[src/rtl/booth_pkg.sv]
// Shared definitions for the Booth multiplier control unit and datapath.
// Control bit indices, Booth recoding pairs, default sizes and the control-word decoder.
package booth_pkg;

  localparam int WIDTH_DEF        = 8;
  localparam int COUNTER_BITS_DEF = 3;

  localparam int C_INIT   = 0;
  localparam int C_LOAD_Q = 1;
  localparam int C_ADDSUB = 2;
  localparam int C_SUB    = 3;
  localparam int C_SHIFT  = 4;
  localparam int C_OUT_HI = 5;
  localparam int C_OUT_LO = 6;
  localparam int C_RSVD   = 7;

  localparam logic [1:0] PAIR_ADD = 2'b01;
  localparam logic [1:0] PAIR_SUB = 2'b10;

  typedef logic [7:0] ctrl_t;

  // Which state-changing micro-operation wins this cycle; c5/c6 are decoded separately.
  typedef enum logic [1:0] {
    OP_HOLD   = 2'd0,
    OP_INIT   = 2'd1,
    OP_LOAD_Q = 2'd2,
    OP_EXEC   = 2'd3
  } dp_op_e;

  function automatic dp_op_e decode_op(input ctrl_t c);
    dp_op_e op;
    op = OP_HOLD;
    if (c[C_INIT])
      op = OP_INIT;
    else if (c[C_LOAD_Q])
      op = OP_LOAD_Q;
    else if (c[C_ADDSUB] || c[C_SHIFT])
      op = OP_EXEC;
    return op;
  endfunction

endpackage

[src/rtl/booth_datapath_if.sv]
// Controller-to-datapath bus: micro-op word and operand in, Booth status and result out.
// Master is the control unit / operand source, slave is the datapath.
interface booth_datapath_if
  import booth_pkg::*;
#(
  parameter int WIDTH        = WIDTH_DEF,
  parameter int COUNTER_BITS = COUNTER_BITS_DEF
);

  ctrl_t                   control;
  logic [WIDTH-1:0]        inbus;
  logic [1:0]              q_reg;
  logic [COUNTER_BITS-1:0] counter_out;
  logic [WIDTH-1:0]        outbus;
  logic                    outbus_valid;

  modport master (
    output control,
    output inbus,
    input  q_reg,
    input  counter_out,
    input  outbus,
    input  outbus_valid
  );

  modport slave (
    input  control,
    input  inbus,
    output q_reg,
    output counter_out,
    output outbus,
    output outbus_valid
  );

endinterface

[src/rtl/booth_addsub.sv]
// Combinational N-bit adder/subtractor (two's complement, carry-out dropped).
// Zero latency, no backpressure.
module booth_addsub #(
  parameter int N = 9
) (
  input  logic [N-1:0] a,
  input  logic [N-1:0] b,
  input  logic         sub,
  output logic [N-1:0] sum
);

  logic [N-1:0] b_eff;
  logic [N-1:0] cin;

  always_comb begin
    b_eff = sub ? ~b : b;
    cin   = {{(N-1){1'b0}}, sub};
    sum   = a + b_eff + cin;
  end

endmodule

[src/rtl/booth_datapath.sv]
// Radix-2 Booth datapath: M/A/Q/Q-1 registers and shift counter driven by the control word.
// Updates on the sampling edge, result word one cycle after c5/c6; no backpressure.
module booth_datapath
  import booth_pkg::*;
#(
  parameter int WIDTH        = WIDTH_DEF,
  parameter int COUNTER_BITS = COUNTER_BITS_DEF
) (
  input  logic              clk,
  input  logic              rst_n,
  booth_datapath_if.slave   bus
);

  logic [WIDTH-1:0]        mcand;
  logic [WIDTH:0]          acc;
  logic [WIDTH-1:0]        mplier;
  logic                    q_m1;
  logic [COUNTER_BITS-1:0] cnt;
  logic [WIDTH-1:0]        out_word;
  logic                    out_vld;

  ctrl_t                   ctl;
  dp_op_e                  op;
  logic [WIDTH:0]          a_sum;
  logic [WIDTH:0]          a_next;
  logic [2*WIDTH+1:0]      aqq;
  logic [2*WIDTH+1:0]      aqq_shr;
  logic                    unused_rsvd;

  assign ctl         = bus.control;
  assign op          = decode_op(ctl);
  assign unused_rsvd = ctl[C_RSVD];

  // A carries one guard bit so that subtracting M = -2^(WIDTH-1) cannot overflow.
  booth_addsub #(.N(WIDTH + 1)) u_addsub (
    .a   (acc),
    .b   ({mcand[WIDTH-1], mcand}),
    .sub (ctl[C_SUB]),
    .sum (a_sum)
  );

  always_comb begin
    a_next  = ctl[C_ADDSUB] ? a_sum : acc;
    aqq     = {a_next, mplier, q_m1};
    aqq_shr = {aqq[2*WIDTH+1], aqq[2*WIDTH+1:1]};
  end

  always_ff @(posedge clk or negedge rst_n) begin
    if (!rst_n) begin
      mcand    <= '0;
      acc      <= '0;
      mplier   <= '0;
      q_m1     <= 1'b0;
      cnt      <= '0;
      out_word <= '0;
      out_vld  <= 1'b0;
    end else begin
      unique case (op)
        OP_INIT: begin
          mcand <= bus.inbus;
          acc   <= '0;
          q_m1  <= 1'b0;
          cnt   <= '0;
        end
        OP_LOAD_Q: begin
          mplier <= bus.inbus;
        end
        OP_EXEC: begin
          // With c2|c4 together the shift consumes the add/sub result in one cycle.
          if (ctl[C_SHIFT]) begin
            acc    <= aqq_shr[2*WIDTH+1:WIDTH+1];
            mplier <= aqq_shr[WIDTH:1];
            q_m1   <= aqq_shr[0];
            cnt    <= cnt + 1'b1;
          end else begin
            acc <= a_next;
          end
        end
        default: begin
        end
      endcase

      // Captures see pre-update register values; c5 beats c6.
      if (ctl[C_OUT_HI]) begin
        out_word <= acc[WIDTH-1:0];
        out_vld  <= 1'b1;
      end else if (ctl[C_OUT_LO]) begin
        out_word <= mplier;
        out_vld  <= 1'b1;
      end else begin
        out_vld  <= 1'b0;
      end
    end
  end

  assign bus.q_reg        = {mplier[0], q_m1};
  assign bus.counter_out  = cnt;
  assign bus.outbus       = out_word;
  assign bus.outbus_valid = out_vld;

endmodule

[src/flat_wrapper.sv]
// flat-port wrapper written by rule: the top's interface ports become plain ports
module booth_datapath_flat import booth_pkg::*;
#(
  parameter int WIDTH        = WIDTH_DEF,
  parameter int COUNTER_BITS = COUNTER_BITS_DEF
)
  (clk, rst_n, bus_control, bus_inbus, bus_q_reg, bus_counter_out, bus_outbus, bus_outbus_valid);
  booth_datapath_if #(.WIDTH(WIDTH), .COUNTER_BITS(COUNTER_BITS)) bus_i ();
  input  logic clk;
  input  logic rst_n;
  input wire logic [$bits(bus_i.control)-1:0] bus_control;
  input wire logic [$bits(bus_i.inbus)-1:0] bus_inbus;
  output wire logic [$bits(bus_i.q_reg)-1:0] bus_q_reg;
  output wire logic [$bits(bus_i.counter_out)-1:0] bus_counter_out;
  output wire logic [$bits(bus_i.outbus)-1:0] bus_outbus;
  output wire logic [$bits(bus_i.outbus_valid)-1:0] bus_outbus_valid;
  assign bus_i.control = bus_control;
  assign bus_i.inbus = bus_inbus;
  assign bus_q_reg = bus_i.q_reg;
  assign bus_counter_out = bus_i.counter_out;
  assign bus_outbus = bus_i.outbus;
  assign bus_outbus_valid = bus_i.outbus_valid;
  booth_datapath #(.WIDTH(WIDTH), .COUNTER_BITS(COUNTER_BITS)) u_core (.clk(clk), .rst_n(rst_n), .bus(bus_i));
endmodule
[config.mk]
export PLATFORM = sky130hd
export DESIGN_NAME = booth_datapath_flat
export DESIGN_NICKNAME = d
export VERILOG_FILES = /design/src/rtl/booth_pkg.sv /design/src/rtl/booth_datapath_if.sv /design/src/rtl/booth_addsub.sv /design/src/rtl/booth_datapath.sv /design/src/flat_wrapper.sv
export SDC_FILE = /design/constraint.sdc
export NUM_CORES = 1
export LEC_CHECK = 0
export BUFFER_PORTS_ARGS = -buffer_cell sky130_fd_sc_hd__buf_2
export CORE_AREA = 10 10 90 92
export CTS_BUF_LIST = sky130_fd_sc_hd__clkbuf_16
export DETAILED_ROUTE_END_ITERATION = 8
export DIE_AREA = 0 0 100 102
export PLACE_DENSITY = 0.65
export SYNTH_ARGS = -nofsm -noshare
export SYNTH_HDL_FRONTEND = slang
export SYNTH_SLANG_ARGS = --single-unit
[constraint.sdc]
create_clock -name clk -period 2.86 [get_ports clk]
set_clock_uncertainty 0.15 [all_clocks]
set_input_delay 0.572 -clock clk [delete_from_list [all_inputs] [get_ports clk]]
set_output_delay 0.572 -clock clk [all_outputs]
set_load 0.02 [all_outputs]
After elaboration in Yosys (flattened, before gate mapping):

Index checks and enable logic that the tools add are counted.

* register bits: 38
* bits in read-only memories: 0
* output and inout bits: 14
* memories kept: 0
* bits in latches: 0
* input bits: 18
* RAM bits: 0

* reduce and logical (&&, ||, !) cells: 6
* $lt $le $gt $ge: 0
* div/mod/pow operators: 0
* shift-type cells: 0
* $add $sub $neg: 3
* multipliers: 0
* muxes and demuxes: 17
* bitwise operators: 1
* equality and inequality tests: 4

Operators by type and width (count)
* 8-bit 2-to-1 mux: 4
* 9-bit 2-to-1 mux: 2
* 9-bit case mux with 2 select lines: 1
* 8-bit case mux with 2 select lines: 1
* 9-bit by 1-bit adder with 9-bit output: 1
* 9-bit adder: 1
* 9-bit inverter: 1
* 2-bit 2-to-1 mux: 3
* 3-bit case mux with 2 select lines: 1
* 2-bit nonzero test: 3
* 2-bit == test (second input constant): 2
* 2-bit AND reduction: 2
* 3-bit by 1-bit adder with 3-bit output (second input constant): 1
* 1-bit 2-to-1 mux: 3
* 3-bit 2-to-1 mux: 1
* 2-bit by 1-bit == test with 1-bit output (second input constant): 1
* 2-bit inequality test (second input constant): 1
* 1-bit case mux with 2 select lines: 1
* 1-bit logical OR: 1

Logic depth before layout (Yosys ltp):

Gate-level depths: netlist of the first run.

* depth in word-level cells: 7
* depth in mapped cells: 9
* mapped depth without buffers: 8

Cells and area by module:

Synthesis of the first run repeated with hierarchy kept, for this count alone.

* cell total of the unflattened synthesis: 217
* area total of the unflattened synthesis: 2250.9 sq um

By module, submodules not included
* booth_datapath: area each 1761.7 sq um, sequential area each 950.9 sq um, instances 1, cells each 154
* booth_addsub: area each 489.2 sq um, sequential area each 0.0 sq um, instances 1, cells each 63

Worst setup path after synthesis of the first run:

OpenSTA, ideal clock, no wires.

* path kind: input to register
* from: input bus_control[3]
* to: register u_core.acc[8]
* path slack: 131 ps
* data required time: 2585 ps
* arrival: 2454 ps
* setup time: 125 ps
* path buffers: 1
* stages on the path: 9
* cells stage by stage: buf_6 xor2_1 inv_1 fa_1 nand2b_1 a211oi_1 mux2i_1 a21oi_2 mux2_4

* longest elaborated chain between the ends: 5

Ends and longest elaborated chain
* start: declaration: line flat_wrapper.sv:11 `input wire logic [$bits(bus_i.control)-1:0] bus_control;`
* 9-bit 2-to-1 mux: line booth_addsub.sv:16 `b_eff = sub ? ~b : b;`
* 9-bit adder: line booth_addsub.sv:18 `sum = a + b_eff + cin;`
* 9-bit by 1-bit adder with 9-bit output (*): line booth_addsub.sv:18
* 9-bit 2-to-1 mux (*): line booth_datapath.sv:43 `a_next = ctl[C_ADDSUB] ? a_sum : acc;`
* 9-bit case mux with 2 select lines (*): line booth_datapath.sv:58 `unique case (op)`
* end signal: assignment: line booth_datapath.sv:71 `acc <= aqq_shr[2*WIDTH+1:WIDTH+1];`
* end signal: assignment: line booth_datapath.sv:76 `acc <= a_next;`
* end: declaration: line booth_datapath.sv:15 `logic [WIDTH:0] acc;`

Mark *: on every way between the ends. The rest lies on a longest branch, timed or not.
A chain may end at the register's enable or synchronous reset.

Worst setup path in the final report of the first run:

Same ends and word-level chain as after synthesis.

==> results of run 1 <==
-- layout by cell type (no fill, tap or decap), types with 3 or more instances in the layout --
| cell | instances |
|---|---|
| xor2_1 | 9 |
| nand2_1 | 30 |
| buf_4 | 13 |
| nor2b_1 | 4 |
| ha_1 | 8 |
| buf_2 | 30 |
| dfrtp_1 | 38 |
| mux2i_1 | 12 |
| a21oi_1 | 11 |
| inv_1 | 8 |
| o22ai_1 | 8 |
| nand3b_1 | 3 |
| nand2b_1 | 6 |
| a211oi_1 | 3 |
| a2111oi_0 | 3 |
| nor2_1 | 14 |
| and3_1 | 4 |
| o21ai_0 | 21 |
| clkbuf_16 | 5 |
| nand3_1 | 4 |
| mux2_2 | 9 |
| a21o_1 | 3 |
-- area by class of cell --
type | count | area, um^2 | share of cell area [%]
Clock buffer | 5 | 125.1 | 4.405
Clock inverter | 3 | 20.02 | 0.7048
Inverter | 8 | 30.03 | 1.057
Multi-Input combinational cell | 192 | 1370 | 48.24
Sequential cell | 38 | 950.9 | 33.48
Tap cell | 77 | 96.34 | 3.392
Timing Repair Buffer | 43 | 247.7 | 8.722
-- per-layer routing --
metal | GRT usage, % | up-vias
li1 | - | 989
met5 | 0 | -
met3 | 3.306 | 7
met2 | 18.22 | 54
met1 | 15.35 | 955
met4 | 2.391 | 0
-- stage by stage --
| step | setup TNS (ns) | power (mW) |
|---|---|---|
| 6_report | 0 | 1.692 |
| 3_3_place_gp | -0.05103 | 1.142 |
| 2_1_floorplan | 0 | 0.9984 |
| 4_1_cts | 0 | 1.703 |
| 3_5_place_dp | -0.1433 | 1.152 |
| 5_1_grt | 0 | 1.790 |
-- power breakdown --
part / switching, mW / internal (mW) / leakage, nW
Combinational: 0.277 / 0.217 / 0.759
Clock: 0.221 / 0.323 / 0.0679
Sequential: 0.0546 / 0.599 / 0.484
Total: 0.553 / 1.14 / 1.31
-- worst max path at each step --
stage | from | endpoint | slack (ns) | depth (start not counted)
2_1_floorplan | bus_control[3] | u_core.acc[8] | 0.13 | 9
3_3_place_gp | bus_control[3] | u_core.acc[8] | -0.05 | 9
3_5_place_dp | bus_control[3] | u_core.acc[8] | -0.13 | 9
4_1_cts | bus_control[3] | u_core.acc[8] | 0.15 | 9
5_1_grt | bus_control[3] | u_core.acc[8] | 0.01 | 9
6_report | bus_control[3] | u_core.acc[8] | 0.18 | 9
-- cells by family after synthesis --
family,count (synthesis),share of synthesized area [%]
fa+ha+maj,9,4.926
mux,23,10.26
compound gates,71,20.58
xor+xnor,12,4.618
simple gates,77,15.80
buf+inv,25,4.823
flops,38,38.99
-- state kept, by name, summed over array words and instances (netlist names) --
register	cells
u_core.acc	9
u_core.bus.outbus	8
u_core.mcand	8
u_core.mplier	8
u_core.bus.counter_out	3
u_core.bus.outbus_valid	1
u_core.q_m1	1
-- worst reg2reg max path: stages, from the launching register on --
cell      delay, ns
dfrtp_1        0.40
xor2_1         0.17
inv_1          0.08
fa_1           0.42
nand2b_1       0.18
a211oi_1       0.32
mux2i_1        0.35
a21oi_2        0.10
mux2_4         0.30
-- what timing repair did --
action                                  4_1_cts  5_1_grt
endpoints found under the setup margin        0        1
resized for setup                             0        0
setup buffers                                 0        1
==> results_dict.tcl, run 1 <==
set metrics [dict create \
    synth_seq_cells 38 \
    min_period_ns 2.681 \
    r2r-start "u_core.mcand[1]" \
    status "completed" \
    nFillCells 596 \
    async_reset_ff_share_pct 100.0 \
    critPathBufInv 2 \
    fp.dieH_um 102 \
    ys_types 55 \
    wl_met3_um 348 \
    stdcell_area_um2 2840 \
    drt_pass1_iterations 4 \
    synth_most_common_cell "dfrtp_1" \
    clk_pin_slew_worst_paths_ns 0.06 \
    cp_top_family "multiplexers" \
    synth_edf_count 0 \
    synth_top_cell_by_area "dfrtp_1" \
    ys_seq_area_share_pct 38.99 \
    cp.arrival_ns 2.70 \
    io_pins 32 \
    setup_viol 0 \
    routedWlPerCell_um 16.07 \
    r2r_slack_ns 0.28 \
    top_layer "met4" \
    cts-root-buf "clkbuf_16" \
    reg2reg_depth 8 \
    syn_nets 282 \
    drt-met1-wl_um 2817 \
    grt_max_degree 39 \
    fin_nets 315 \
    hold_viol 0 \
    p_leak_nw 1.312 \
    grt_pass1_wl_um 9777 \
    power.density_nw_per_um2 595.6 \
    grt_use_total_pct 11.52 \
    clock_sinks 38 \
    drtIter0Drc 101 \
    syn-cell-area_um2 2439 \
    drc 0 \
    setup_ws_ns 0.1787 \
    ir_worst_vdd_mv 0.3557 \
    cp_cell_sequence "buf_2 > xor2_1 > inv_1 > fa_1 > nand2b_1 > a211oi_1 > mux2i_1 > a21oi_2 > mux2_4" \
    r2r_end "u_core.acc[8]" \
    synth_top_area_share_pct 38.99 \
    post_route_cells_drive_above_1_share_pct 24.91 \
    max_stage_delay_ns 0.42 \
    areaGrowthSynthToFinish_pct 16.47 \
    syn_area_per_cell_um2 9.563 \
    synth.area.top_cells "dfrtp_1, mux2i_1, nand2_1" \
    hpwl_um 4341 \
    ant_nets 0 \
    design.core.area_um2 6277 \
    instances_no_fill 366 \
    dieArea_um2 10200 \
    final_util_pct 45.25 \
    drv_slew 0 \
    antenna_found_initial 0 \
    diodes 0 \
    rsz0062_at_grt "false" \
    vias 2005 \
    cts_made_buffers 5 \
    cts_hold_buf 0 \
    ys.flop_type "dfrtp_1" \
    cts.htree.levels 2 \
    gp_congestion 0.8271 \
    port_buffers 30 \
    worst_ep_required_time_ns 2.87 \
    grt_pass1_vias 1995 \
    setup.worst_path.class "in -> reg" \
    grt_overflow 0 \
    crit_fanout 5 \
    worst_pin_slew_ns 0.9747 \
    critPathLaunchType "primary input" \
    placedInstanceArea_um2 2688 \
    via_per_inst 5.478 \
    start_util_pct 38.85 \
    dp_cells 357 \
    slew_headroom_pct 34.89 \
    period_share_pct 93.75 \
    met2_length_um 2667 \
    synth_commonest_cells "dfrtp_1, nand2_1, o21ai_0" \
    max_freq_ghz 0.3730 \
    synthCells 255 \
    maxCapViolations 0 \
    critPathSlowestCell "fa_1" \
    clk_latency_ns 0.28 \
    wl_um 5882 \
    yosys_warnings 0 \
    die_x_um 100 \
    clock_path_buffers 2 \
    rows 29 \
    critical_path.endpoint_type "flop" \
    hold_path.class "in -> async" \
    cts_tree "built" \
    whs_ns 0.2516 \
    pre_cts_slack_ns -0.1346 \
]
Note: power is estimated with default switching activity, not from simulation.
==> run 2, diff against run 1 <==
--- a/config.mk
+++ b/config.mk
@@ -11,6 +11,7 @@
 export DETAILED_ROUTE_END_ITERATION = 8
 export DIE_AREA = 0 0 100 102
 export PLACE_DENSITY = 0.65
+export REMOVE_ABC_BUFFERS = 1
 export SYNTH_ARGS = -nofsm -noshare
 export SYNTH_HDL_FRONTEND = slang
 export SYNTH_SLANG_ARGS = --single-unit
==> run 2 against run 1 <==
Clock power decreased by 4%. Non-clock buffer count shrank 1. Global-route usage is 0.43 points higher. Combinational power decreased by 1%. Setup slack better by 0.055 ns. First-iteration DRC count fell by 29%. Core utilization fell by 0.24 points. Total power decreased by 1.6%. Clock-buffer cell count did not move. Sequential share of layout area rose by 0.18 points. Routed wire length decreased by 0.26%. Via count shrank 1.1%. Critical path type unchanged.
==> results_dict.tcl, run 2 (synthesis results as in run 1) <==
set metrics [dict create \
    setup_viol 0 \
    dieArea_um2 10200 \
    cts_hold_buf 0 \
    largest_register_ffs 9 \
    slew_headroom_pct 35.17 \
    diodes 0 \
    clock_path_buffers 2 \
    sw_frac_of_total_pct 32.42 \
    p_seq_share_pct 39.2 \
    p_int_mw 1.125 \
    period_share_pct 91.82 \
    p_clk_share_pct 31.5 \
    cts.htree.levels 2 \
    grt_pass1_wl_um 9977 \
    fin_nets 314 \
    startpoint "bus_control[3]" \
    final_common_cell "dfrtp_1" \
    fp.dieH_um 102 \
    port_buffers 30 \
    hold_path.class "in -> async" \
    gp_congestion 0.8731 \
    top_register "u_core.acc" \
    grt_max_degree 39 \
    critical_path.endpoint_type "flop" \
    rsz0062_at_grt "false" \
    min_period_ns 2.626 \
    cp.arrival_ns 2.64 \
    antenna_found_initial 0 \
    r2r-start "u_core.mcand[1]" \
    switchingPower_mw 0.5397 \
    vias 1982 \
    grt_use_total_pct 11.96 \
    critPathSlowestCell "fa_1" \
    critPathLaunchType "primary input" \
    ant_nets 0 \
    wl_um 5867 \
    cts_made_buffers 5 \
    routedWlPerCell_um 16.07 \
    cts_resized 0 \
    setup_ws_ns 0.2340 \
    design.core.area_um2 6277 \
    hpwl_um 4378 \
    post_route_cells_drive_above_1_share_pct 24.31 \
    via_per_inst 5.430 \
    worst_ep_required_time_ns 2.87 \
    clk_latency_ns 0.28 \
    clock_sinks 38 \
    cts-root-buf "clkbuf_16" \
    cts_tree "built" \
    start_util_pct 38.85 \
    p_leak_nw 1.311 \
    rows 29 \
    status "completed" \
    drt_pass1_iterations 4 \
    worst_pin_slew_ns 0.9704 \
    maxCapViolations 0 \
    whs_ns 0.2547 \
    layout_common_cells "dfrtp_1, nand2_1, buf_2" \
    max_stage_delay_ns 0.41 \
    areaGrowthSynthToFinish_pct 15.85 \
    max_freq_ghz 0.3808 \
    setup.worst_path.class "in -> reg" \
    io_pins 32 \
    drc 0 \
    power.density_nw_per_um2 589.3 \
    pre_cts_slack_ns -0.04603 \
    clk_pin_slew_worst_paths_ns 0.06 \
    drv_slew 0 \
    p_comb_share_pct 29.3 \
    drtIter0Drc 72 \
    grt_overflow 0 \
    die_x_um 100 \
    grt_pass1_vias 2079 \
    hold_viol 0 \
    ir_worst_vdd_mv 0.4200 \
    cp_cell_sequence "buf_2 > xor2_1 > inv_1 > fa_1 > nand2b_1 > a211oi_1 > mux2i_1 > a21oi_2 > mux2_4" \
    cts_setup_buffers 0 \
    crit_fanout 5 \
]
[run 2: worst max-delay path: cells and delay by family]
family	cells	cell delay, ns
fa+ha+maj	1	0.41
compound gates	2	0.39
buf+inv	2	0.26
simple gates	1	0.18
xor+xnor	1	0.20
mux	2	0.63
[run 2: worst paths after layout]
check	to	slack, ns	cells past startpoint
max	u_core.acc[8]	0.23	9
max reg2reg	u_core.acc[8]	0.31	8
min reg2reg	u_core.mplier[3]	0.36	2
max in group asynchronous	u_core.acc[5]	1.77	1
min in group clk	u_core.mplier[3]	0.36	2
min	u_core.bus.outbus_valid	0.25	1
[run 2: per-stage QoR]
stage                     setup TNS (ns)  cell area, um^2  util (%)  total power [mW]  instances
final                                  0             2825     45.01             1.665        365
after global routing                   0             2825     45.01             1.769        365
after CTS                              0             2825     45.01             1.678        365
after detailed placement        -0.07686             2688     42.81             1.149        357
after global placement                 0             2688     42.81             1.136        357
after floorplan                        0             2351         -            0.9712        238
[run 2: layer usage]
layer | global-route usage, % | part of all wire (%)
met5 | 0 | 0
met4 | 3.804 | 1.1
met3 | 3.914 | 5.2
met2 | 19.21 | 47
met1 | 14.90 | 47
[run 2: final cells by class]
type | count | area (um^2)
clock inverter | 3 | 12.51
inverter | 8 | 30.03
sequential | 38 | 950.9
timing repair buffer | 42 | 240.2
tap | 77 | 96.34
multi-input combinational | 192 | 1370
clock buffer | 5 | 125.1
fill | 628 | 3452
[run 2: power by group through the flow]
stage	clock network [mW]	registers, mW	logic (mW)
after floorplan	0	0.674	0.297
after global placement	0	0.661	0.474
after detailed placement	0	0.662	0.486
after CTS	0.535	0.654	0.489
after global routing	0.560	0.662	0.546
final	0.524	0.653	0.487
